--- src/rtl/fde_controller_if.sv ---
// ============================================================================
// Module   : fde_controller_if
// Brief    : Instruction-memory, register-file and status bundle for the
//            fetch-decode-execute sequencer.
// Revision : 1.0
// ============================================================================
`default_nettype none

interface fde_controller_if #(
  parameter int PC_W = 8
);
  logic            o_imem_req;
  logic [PC_W-1:0] o_imem_addr;
  logic            i_imem_valid;
  logic [15:0]     i_imem_data;
  logic [3:0]      o_read_reg1;
  logic [3:0]      o_read_reg2;
  logic [7:0]      i_read_data1;
  logic [7:0]      i_read_data2;
  logic            o_write_en;
  logic [3:0]      o_write_reg;
  logic [7:0]      o_write_data;
  logic            o_halted;
  logic            o_illegal;

  modport master (
    output o_imem_req, o_imem_addr,
    input  i_imem_valid, i_imem_data,
    output o_read_reg1, o_read_reg2,
    input  i_read_data1, i_read_data2,
    output o_write_en, o_write_reg, o_write_data,
    output o_halted, o_illegal
  );

  modport slave (
    input  o_imem_req, o_imem_addr,
    output i_imem_valid, i_imem_data,
    input  o_read_reg1, o_read_reg2,
    output i_read_data1, i_read_data2,
    input  o_write_en, o_write_reg, o_write_data,
    input  o_halted, o_illegal
  );
endinterface

`default_nettype wire

--- src/rtl/fde_controller.sv ---
// ============================================================================
// Module   : fde_controller
// Brief    : Fetch-decode-execute sequencer for an 8-bit, 16-register core.
//            Define FDE_CTRL_ILLEGAL_TRAP_EN to trap opcodes A-E into HALT.
// Revision : 1.0
// ============================================================================
`default_nettype none

module fde_controller #(
  parameter int PC_W = 8
) (
  input  wire logic        i_clk,
  input  wire logic        i_reset,
  fde_controller_if.master bus
);

  typedef enum logic [2:0] {
    S_FETCH  = 3'd0,
    S_DECODE = 3'd1,
    S_EXEC   = 3'd2,
    S_WB     = 3'd3,
    S_HALT   = 3'd4
  } state_t;

  localparam logic [3:0] c_op_nop  = 4'h0;
  localparam logic [3:0] c_op_add  = 4'h1;
  localparam logic [3:0] c_op_sub  = 4'h2;
  localparam logic [3:0] c_op_and  = 4'h3;
  localparam logic [3:0] c_op_or   = 4'h4;
  localparam logic [3:0] c_op_xor  = 4'h5;
  localparam logic [3:0] c_op_ldi  = 4'h6;
  localparam logic [3:0] c_op_addi = 4'h7;
  localparam logic [3:0] c_op_jmp  = 4'h8;
  localparam logic [3:0] c_op_jz   = 4'h9;
  localparam logic [3:0] c_op_halt = 4'hF;

  state_t          state_q, state_d;
  logic [PC_W-1:0] pc_q, pc_d;
  logic [15:0]     ir_q, ir_d;
  logic            imem_req_q, imem_req_d;
  logic [3:0]      read_reg1_q, read_reg1_d;
  logic [3:0]      read_reg2_q, read_reg2_d;
  logic            write_en_q, write_en_d;
  logic [3:0]      write_reg_q, write_reg_d;
  logic [7:0]      write_data_q, write_data_d;
  logic            halted_q, halted_d;
`ifdef FDE_CTRL_ILLEGAL_TRAP_EN
  logic            illegal_q, illegal_d;
`endif

  logic [3:0]      w_op;
  logic [PC_W-1:0] w_pc_inc;
  logic [PC_W-1:0] w_pc_imm;
  logic [7:0]      w_alu;
  logic            w_alu_op;

  assign w_op     = ir_q[15:12];
  assign w_pc_inc = pc_q + PC_W'(1);
  assign w_pc_imm = PC_W'(ir_q[7:0]);

  always_comb begin
    w_alu    = 8'h00;
    w_alu_op = 1'b1;
    case (w_op)
      c_op_add:  w_alu = bus.i_read_data1 + bus.i_read_data2;
      c_op_sub:  w_alu = bus.i_read_data1 - bus.i_read_data2;
      c_op_and:  w_alu = bus.i_read_data1 & bus.i_read_data2;
      c_op_or:   w_alu = bus.i_read_data1 | bus.i_read_data2;
      c_op_xor:  w_alu = bus.i_read_data1 ^ bus.i_read_data2;
      c_op_ldi:  w_alu = ir_q[7:0];
      c_op_addi: w_alu = bus.i_read_data1 + {4'h0, ir_q[3:0]};
      default:   w_alu_op = 1'b0;
    endcase
  end

  always_comb begin
    state_d      = state_q;
    pc_d         = pc_q;
    ir_d         = ir_q;
    imem_req_d   = imem_req_q;
    read_reg1_d  = read_reg1_q;
    read_reg2_d  = read_reg2_q;
    write_en_d   = 1'b0;
    write_reg_d  = write_reg_q;
    write_data_d = write_data_q;
    halted_d     = halted_q;
`ifdef FDE_CTRL_ILLEGAL_TRAP_EN
    illegal_d    = illegal_q;
`endif
    case (state_q)
      S_FETCH: begin
        // Request drops for one cycle after reset; valid is ignored until it is up.
        if (!imem_req_q) begin
          imem_req_d = 1'b1;
        end else if (bus.i_imem_valid) begin
          ir_d        = bus.i_imem_data;
          imem_req_d  = 1'b0;
          read_reg1_d = (bus.i_imem_data[15:12] == c_op_jz) ? bus.i_imem_data[11:8]
                                                            : bus.i_imem_data[7:4];
          read_reg2_d = bus.i_imem_data[3:0];
          state_d     = S_DECODE;
        end
      end
      S_DECODE: state_d = S_EXEC;
      S_EXEC: begin
        if (w_alu_op) begin
          write_data_d = w_alu;
          write_reg_d  = ir_q[11:8];
          write_en_d   = 1'b1;
          state_d      = S_WB;
        end else begin
          state_d    = S_FETCH;
          imem_req_d = 1'b1;
          pc_d       = w_pc_inc;
          case (w_op)
            c_op_jmp: pc_d = w_pc_imm;
            c_op_jz:  pc_d = (bus.i_read_data1 == 8'h00) ? w_pc_imm : w_pc_inc;
            c_op_halt: begin
              pc_d       = pc_q;
              imem_req_d = 1'b0;
              halted_d   = 1'b1;
              state_d    = S_HALT;
            end
            c_op_nop: pc_d = w_pc_inc;
            default: begin
`ifdef FDE_CTRL_ILLEGAL_TRAP_EN
              pc_d       = pc_q;
              imem_req_d = 1'b0;
              halted_d   = 1'b1;
              illegal_d  = 1'b1;
              state_d    = S_HALT;
`else
              pc_d       = w_pc_inc;
`endif
            end
          endcase
        end
      end
      S_WB: begin
        pc_d       = w_pc_inc;
        imem_req_d = 1'b1;
        state_d    = S_FETCH;
      end
      S_HALT:  state_d = S_HALT;
      default: state_d = S_FETCH;
    endcase
  end

  always_ff @(posedge i_clk) begin
    if (i_reset) begin
      state_q      <= S_FETCH;
      pc_q         <= '0;
      ir_q         <= '0;
      imem_req_q   <= 1'b0;
      read_reg1_q  <= '0;
      read_reg2_q  <= '0;
      write_en_q   <= 1'b0;
      write_reg_q  <= '0;
      write_data_q <= '0;
      halted_q     <= 1'b0;
`ifdef FDE_CTRL_ILLEGAL_TRAP_EN
      illegal_q    <= 1'b0;
`endif
    end else begin
      state_q      <= state_d;
      pc_q         <= pc_d;
      ir_q         <= ir_d;
      imem_req_q   <= imem_req_d;
      read_reg1_q  <= read_reg1_d;
      read_reg2_q  <= read_reg2_d;
      write_en_q   <= write_en_d;
      write_reg_q  <= write_reg_d;
      write_data_q <= write_data_d;
      halted_q     <= halted_d;
`ifdef FDE_CTRL_ILLEGAL_TRAP_EN
      illegal_q    <= illegal_d;
`endif
    end
  end

  assign bus.o_imem_req   = imem_req_q;
  assign bus.o_imem_addr  = pc_q;
  assign bus.o_read_reg1  = read_reg1_q;
  assign bus.o_read_reg2  = read_reg2_q;
  // A reset arriving during WB must cancel the write already in flight.
  assign bus.o_write_en   = write_en_q & ~i_reset;
  assign bus.o_write_reg  = write_reg_q;
  assign bus.o_write_data = write_data_q;
  assign bus.o_halted     = halted_q;
`ifdef FDE_CTRL_ILLEGAL_TRAP_EN
  assign bus.o_illegal    = illegal_q;
`else
  assign bus.o_illegal    = 1'b0;
`endif

endmodule

`default_nettype wire

--- src/flat_wrapper.sv ---
// flat-port wrapper written by rule: the top's interface ports become plain ports
module fde_controller_flat 
#(
  parameter int PC_W = 8
)
  (i_clk, i_reset, bus_o_imem_req, bus_o_imem_addr, bus_i_imem_valid, bus_i_imem_data, bus_o_read_reg1, bus_o_read_reg2, bus_i_read_data1, bus_i_read_data2, bus_o_write_en, bus_o_write_reg, bus_o_write_data, bus_o_halted, bus_o_illegal);
  fde_controller_if #(.PC_W(PC_W)) bus_i ();
  input  wire logic i_clk;
  input  wire logic i_reset;
  output wire logic [$bits(bus_i.o_imem_req)-1:0] bus_o_imem_req;
  output wire logic [$bits(bus_i.o_imem_addr)-1:0] bus_o_imem_addr;
  input wire logic [$bits(bus_i.i_imem_valid)-1:0] bus_i_imem_valid;
  input wire logic [$bits(bus_i.i_imem_data)-1:0] bus_i_imem_data;
  output wire logic [$bits(bus_i.o_read_reg1)-1:0] bus_o_read_reg1;
  output wire logic [$bits(bus_i.o_read_reg2)-1:0] bus_o_read_reg2;
  input wire logic [$bits(bus_i.i_read_data1)-1:0] bus_i_read_data1;
  input wire logic [$bits(bus_i.i_read_data2)-1:0] bus_i_read_data2;
  output wire logic [$bits(bus_i.o_write_en)-1:0] bus_o_write_en;
  output wire logic [$bits(bus_i.o_write_reg)-1:0] bus_o_write_reg;
  output wire logic [$bits(bus_i.o_write_data)-1:0] bus_o_write_data;
  output wire logic [$bits(bus_i.o_halted)-1:0] bus_o_halted;
  output wire logic [$bits(bus_i.o_illegal)-1:0] bus_o_illegal;
  assign bus_o_imem_req = bus_i.o_imem_req;
  assign bus_o_imem_addr = bus_i.o_imem_addr;
  assign bus_i.i_imem_valid = bus_i_imem_valid;
  assign bus_i.i_imem_data = bus_i_imem_data;
  assign bus_o_read_reg1 = bus_i.o_read_reg1;
  assign bus_o_read_reg2 = bus_i.o_read_reg2;
  assign bus_i.i_read_data1 = bus_i_read_data1;
  assign bus_i.i_read_data2 = bus_i_read_data2;
  assign bus_o_write_en = bus_i.o_write_en;
  assign bus_o_write_reg = bus_i.o_write_reg;
  assign bus_o_write_data = bus_i.o_write_data;
  assign bus_o_halted = bus_i.o_halted;
  assign bus_o_illegal = bus_i.o_illegal;
  fde_controller #(.PC_W(PC_W)) u_core (.i_clk(i_clk), .i_reset(i_reset), .bus(bus_i));
endmodule
--- config.mk ---
export PLATFORM = sky130hd
export DESIGN_NAME = fde_controller_flat
export DESIGN_NICKNAME = d
export VERILOG_FILES = /design/src/rtl/fde_controller_if.sv /design/src/rtl/fde_controller.sv /design/src/flat_wrapper.sv
export SDC_FILE = /design/constraint.sdc
export NUM_CORES = 1
export LEC_CHECK = 0
export BUFFER_PORTS_ARGS = -buffer_cell sky130_fd_sc_hd__buf_2
export CAP_MARGIN = 20
export CORE_MARGIN = 2
export CORE_UTILIZATION = 30
export CTS_CLUSTER_DIAMETER = 150
export CTS_CLUSTER_SIZE = 30
export DETAILED_ROUTE_END_ITERATION = 8
export GPL_TIMING_DRIVEN = 0
export PLACE_DENSITY = 0.5
export SETUP_SLACK_MARGIN = 0.05
export SYNTH_ARGS = -nofsm -noshare
export SYNTH_HDL_FRONTEND = slang
export SYNTH_SLANG_ARGS = --single-unit
--- constraint.sdc ---
create_clock -name i_clk -period 6.4 [get_ports i_clk]
set_clock_uncertainty 0.1 [all_clocks]
set_input_delay 0.32 -clock i_clk [delete_from_list [all_inputs] [get_ports i_clk]]
set_output_delay 0.32 -clock i_clk [all_outputs]
set_load 0.01 [all_outputs]
---- Word-level counts from Yosys, hierarchy flattened ----
Index checks and enable logic that the tools add are counted.
storage, ports and cells
  register bits ........................... 50
cells by class
  mux-type cells .......................... 18
  $add $sub $neg .......................... 4
  equality and inequality tests ........... 19
  bitwise operators ....................... 7
  reduce and logical (&&, ||, !) cells .... 12
operators with widths
  cell                 count
  $pmux 8 s7           1
  $pmux 8 s3           1
  $eq 4x3->1 const B   4
  $eq 4x4->1 const B   4
  $mux 8               2
  $pmux 8 s2           1
  $mux 3               4
  $pmux 3 s4           1
  $reduce_and 3->1     3
  $add 8x1->8 const B  1
  $add 8x4->8          1
  $add 8x8->8          1
  $and 8x8->8          1
  $eq 4x2->1 const B   2
  $logic_not 8->1      1
  $or 8x8->8           1
  $sub 8x8->8          1
  $xor 8x8->8          1
  $reduce_or 7->1      1
  $eq 3x2->1 const B   2
  $mux 1               6
  $ne 2x2->1 const B   3
  $reduce_and 2->1     3
  $eq 4x1->1 const B   1
  other kinds (11)     13

---- Depth between registers and ports, before layout ----
  word-level depth ........................ 5
  depth in mapped cells ................... 15
  depth with buffers taken out ............ 13

---- Worst setup path after synthesis ----
Ideal clock, no wire load.
  kind .................................... register to register
  start ................................... register u_core.ir_q[12]
  end ..................................... register u_core.write_data_q[7], in the netlist u_core.bus.o_write_data[7]
  clock period less this slack ............ 2.916 ns
  stages on the path, launching flop included .. 15
  setup slack ............................. 3.484 ns
  required time ........................... 6.238 ns
  arrival time ............................ 2.754 ns
  library setup time ...................... 0.062 ns
  cell sequence ........................... dfxtp_1 > buf_6 > clkbuf_1 > nand2b_1 > nor2_1 > nor2_1 > a21oi_1 > o21ai_0 > ha_1 > a21oi_1 > nand2_1 > a31oi_1 > o211ai_1 > or4_1 > nand3_1
on the way
  longest elaborated chain between the ends .. 4
  elaborated cells on any way between the ends .. 11
RTL lines
  element                             line                   RTL
  start: declaration                  fde_controller.sv:39   logic [15:0] ir_q, ir_d;
  start signal: assignment            fde_controller.sv:167  ir_q <= ir_d;
  $eq 4x1->1 (tied with other cells)  fde_controller.sv:64   case (w_op)
  $reduce_or 7->1 (no source line)    --
  $mux 1                              fde_controller.sv:64
  $reduce_and 2->1 (no source line)   --
  end signal: assignment              fde_controller.sv:173  write_data_q <= write_data_d;
  end: declaration                    fde_controller.sv:45   logic [7:0] write_data_q, write_data_d;
Several ways; a longest one is shown, not always the timed one.
A chain may end at the register's enable or synchronous reset.

---- Worst setup path after layout ----
Same ends and word-level chain as after synthesis.

==> impl_metrics.env <==
export IMPL_status="finished, final reports clean"
export IMPL_dp_hpwl_mm=7.40
export IMPL_synth_async_reset_ratio=0
export IMPL_setup_tns_ps=0
export IMPL_path_clk_slew_ps=110
export IMPL_ys_top_cells_by_count="nand2_1 (61), dfxtp_1 (46), nor2_1 (42), a21oi_1 (36), ha_1 (25)"
export IMPL_postRouteAntennaNets=0
export IMPL_synth_area_um2=3170
export IMPL_p_leak_nw=1.61
export IMPL_period_share=0.559
export IMPL_vdd_drop_max_uv=127
export IMPL_hold_violations=0
export IMPL_cts_resized_gates=0
export IMPL_timing_slew_headroom=0.453
export IMPL_crit_path_max_incr_delay_ps=410
export IMPL_rsz0062_at_grt="no"
export IMPL_drt_iter0_markers=162
export IMPL_cts_num_sinks=46
export IMPL_grt_max_degree=16
export IMPL_synth_net_count=472
export IMPL_num_rows=37
export IMPL_crit_arrival_ps=3750
export IMPL_drt_total_wl_mm=9.67
export IMPL_slowest_stage="or4_1"
export IMPL_final_area_um2=3760
export IMPL_ys_seq_elements=46
export IMPL_htree_levels=2
export IMPL_detail_route_vias_per_cell=4.93
export IMPL_largest_reg_flops=13
export IMPL_fill_cells=1128
export IMPL_maxCapViolCount=0
export IMPL_cts_setup_buffers=0
export IMPL_path_buf_inv=2
export IMPL_critPathCaptureType="register"
export IMPL_die_h_um=107
export IMPL_layout_drive_gt1_share=0.214
export IMPL_root_buffer="clkbuf_8"
export IMPL_cts_max_path_buffers=2
export IMPL_cts_tree="built"
export IMPL_regMostFlops="u_core.ir_q"
export IMPL_path_delay_family="simple AND/OR/NAND/NOR gates"
export IMPL_grt_pass1_wl_mm=15.6
export IMPL_wl_per_cell_um=15.6
export IMPL_grt_remaining_overflow=0
export IMPL_nets=545
export IMPL_maxSlewViolCount=0
export IMPL_synth_seq_area_share=0.291
export IMPL_synth_top_area_frac=0.291
export IMPL_period_minus_slack_ps=3580
export IMPL_synth_main_ff_cell="dfxtp_1"
export IMPL_synth_most_common_cell="nand2_1"
export IMPL_setup_viol=0
export IMPL_initial_core_util=0.308
export IMPL_place_area_um2=3660
export IMPL_first_pass_iters=5
export IMPL_grtUsageTotal=0.176
export IMPL_routabilityCongestion=0.821
export IMPL_cp_max_fo=10
export IMPL_min_path_type="in2reg"
export IMPL_seq_area_um2=921
export IMPL_clock_latency_ps=310
export IMPL_synth_area_leaders="dfxtp_1 (29%), ha_1 (9.9%), nand2_1 (7.2%)"
export IMPL_timing_fmax_mhz=279
export IMPL_grt_pass1_vias=2889
export IMPL_die_w_um=107
export IMPL_start_kind="register"
export IMPL_port_buffer_count=65
export IMPL_required_ps=6570
export IMPL_num_antenna_cells=0
export IMPL_numCtsBuffers=5
export IMPL_crit_chain="buf_6 -> clkbuf_1 -> nand2b_1 -> nor2_1 -> nor2_1 -> a21oi_1 -> o21ai_0 -> ha_1 -> a21oi_1 -> nand2_1 -> a31oi_1 -> o211ai_1 -> or4_1 -> nand3_1"
export IMPL_die_area_um2=11400
export IMPL_multiInputGateArea_um2=1980
export IMPL_drc_errors=0
export IMPL_path_class="reg2reg"
export IMPL_worstMarginPinSlew_ps=813
export IMPL_area_growth_pct=18.6
export IMPL_synth_edf_count=0
export IMPL_syn_inst=411
export IMPL_num_vias=3063
export IMPL_grt_antenna_before_repair=0
export IMPL_power_density_nw_per_um2=172
export IMPL_ys_types=50
export IMPL_ioPinCount=67
export IMPL_ys_warn_count=0
export IMPL_cts_hold_buffers=0
export IMPL_synth_area_per_cell_um2=7.71
export IMPL_core_um2=10300
export IMPL_yosysTopAreaCell="dfxtp_1"
-- power breakdown --
group | total, W | switching [W] | internal (W)
logic | 0.000144 | 0.0000864 | 0.0000576
registers | 0.000305 | 0.00000900 | 0.000296
clock network | 0.000196 | 0.000119 | 0.0000774
total | 0.000645 | 0.000214 | 0.000431
-- worst reg2reg max path, cell delays in order, from the launching register on --
cell and delay (ps):
dfxtp_1 330, buf_6 130, clkbuf_1 390, nand2b_1 250, nor2_1 390, nor2_1 100, a21oi_1 120, o21ai_0 100
ha_1 330, a21oi_1 260, nand2_1 120, a31oi_1 280, o211ai_1 130, or4_1 410, nand3_1 90
-- final cells by class --
cell class,count,share of cell area
Clock inverter,3,0.00500
Inverter,24,0.0240
Clock buffer,5,0.0183
Buffer,29,0.0483
Timing Repair Buffer,66,0.0879
Tap cell,136,0.0453
Sequential cell,46,0.245
Multi-Input combinational cell,312,0.526
-- per-layer routing --
layer | track usage | vias to the layer above | part of all wire
li1 | - | 1573 | -
met1 | 0.248 | 1430 | 0.49
met2 | 0.285 | 54 | 0.46
met3 | 0.0280 | 6 | 0.041
met4 | 0.0362 | 0 | 0.0085
met5 | 0 | - | 0
-- kinds of logic (layout without fill, tap and decap cells) --
group                      Yosys count  count (layout)  synth area share
and+or+nand+nor                    157             157             0.234
adders and majority gates           26              26             0.105
muxes                               18              18            0.0596
DFF                                 46              46             0.291
AOI/OAI and AO/OA                  106             106             0.211
buffers and inverters               53             127            0.0857
other                                1               1           0.00118
xor gates and xnor gates             4               4            0.0134
-- layout by cell type (no fill, tap or decap), types with 5 or more instances in the layout --
cell type,netlist,layout
mux2i_1,11,11
a22oi_1,15,15
a21oi_1,36,36
nand2b_1,7,7
a31oi_1,6,6
buf_4,5,5
o21ai_0,20,20
nor2b_1,9,9
nor2_1,42,42
nand2_1,61,61
nand3_1,5,5
mux2_2,7,7
buf_2,3,69
nor3_1,13,13
a211oi_1,10,10
dfxtp_1,46,46
inv_1,24,24
clkbuf_1,14,14
ha_1,25,25
clkbuf_8,2,7
-- worst paths after layout --
path	to	start	slack (ps)	cells past startpoint
worst max register to register	u_core.bus.o_write_data[7]	u_core.ir_q[12]	2820	14
worst min register to register	u_core.bus.o_write_reg[1]	u_core.bus.o_write_reg[1]	370	2
worst max-delay path	u_core.bus.o_write_data[7]	u_core.ir_q[12]	2820	14
worst min-delay path	u_core.bus.o_read_reg2[0]	bus_i_imem_data[0]	130	3
-- per-stage QoR --
step                      instances  hold slack (ps)  utilization  worst slack [ps]  power (W)
after floorplan                 411              332            -              3480   0.000403
final                           621              135        0.365              2820   0.000645
after detailed placement        612              351        0.356              2870   0.000455
after global placement          612              350        0.356              2890   0.000454
after global routing            621              126        0.365              2480   0.000684
after CTS                       620              132        0.365              2860   0.000652
(Power assumes the default switching activity.)
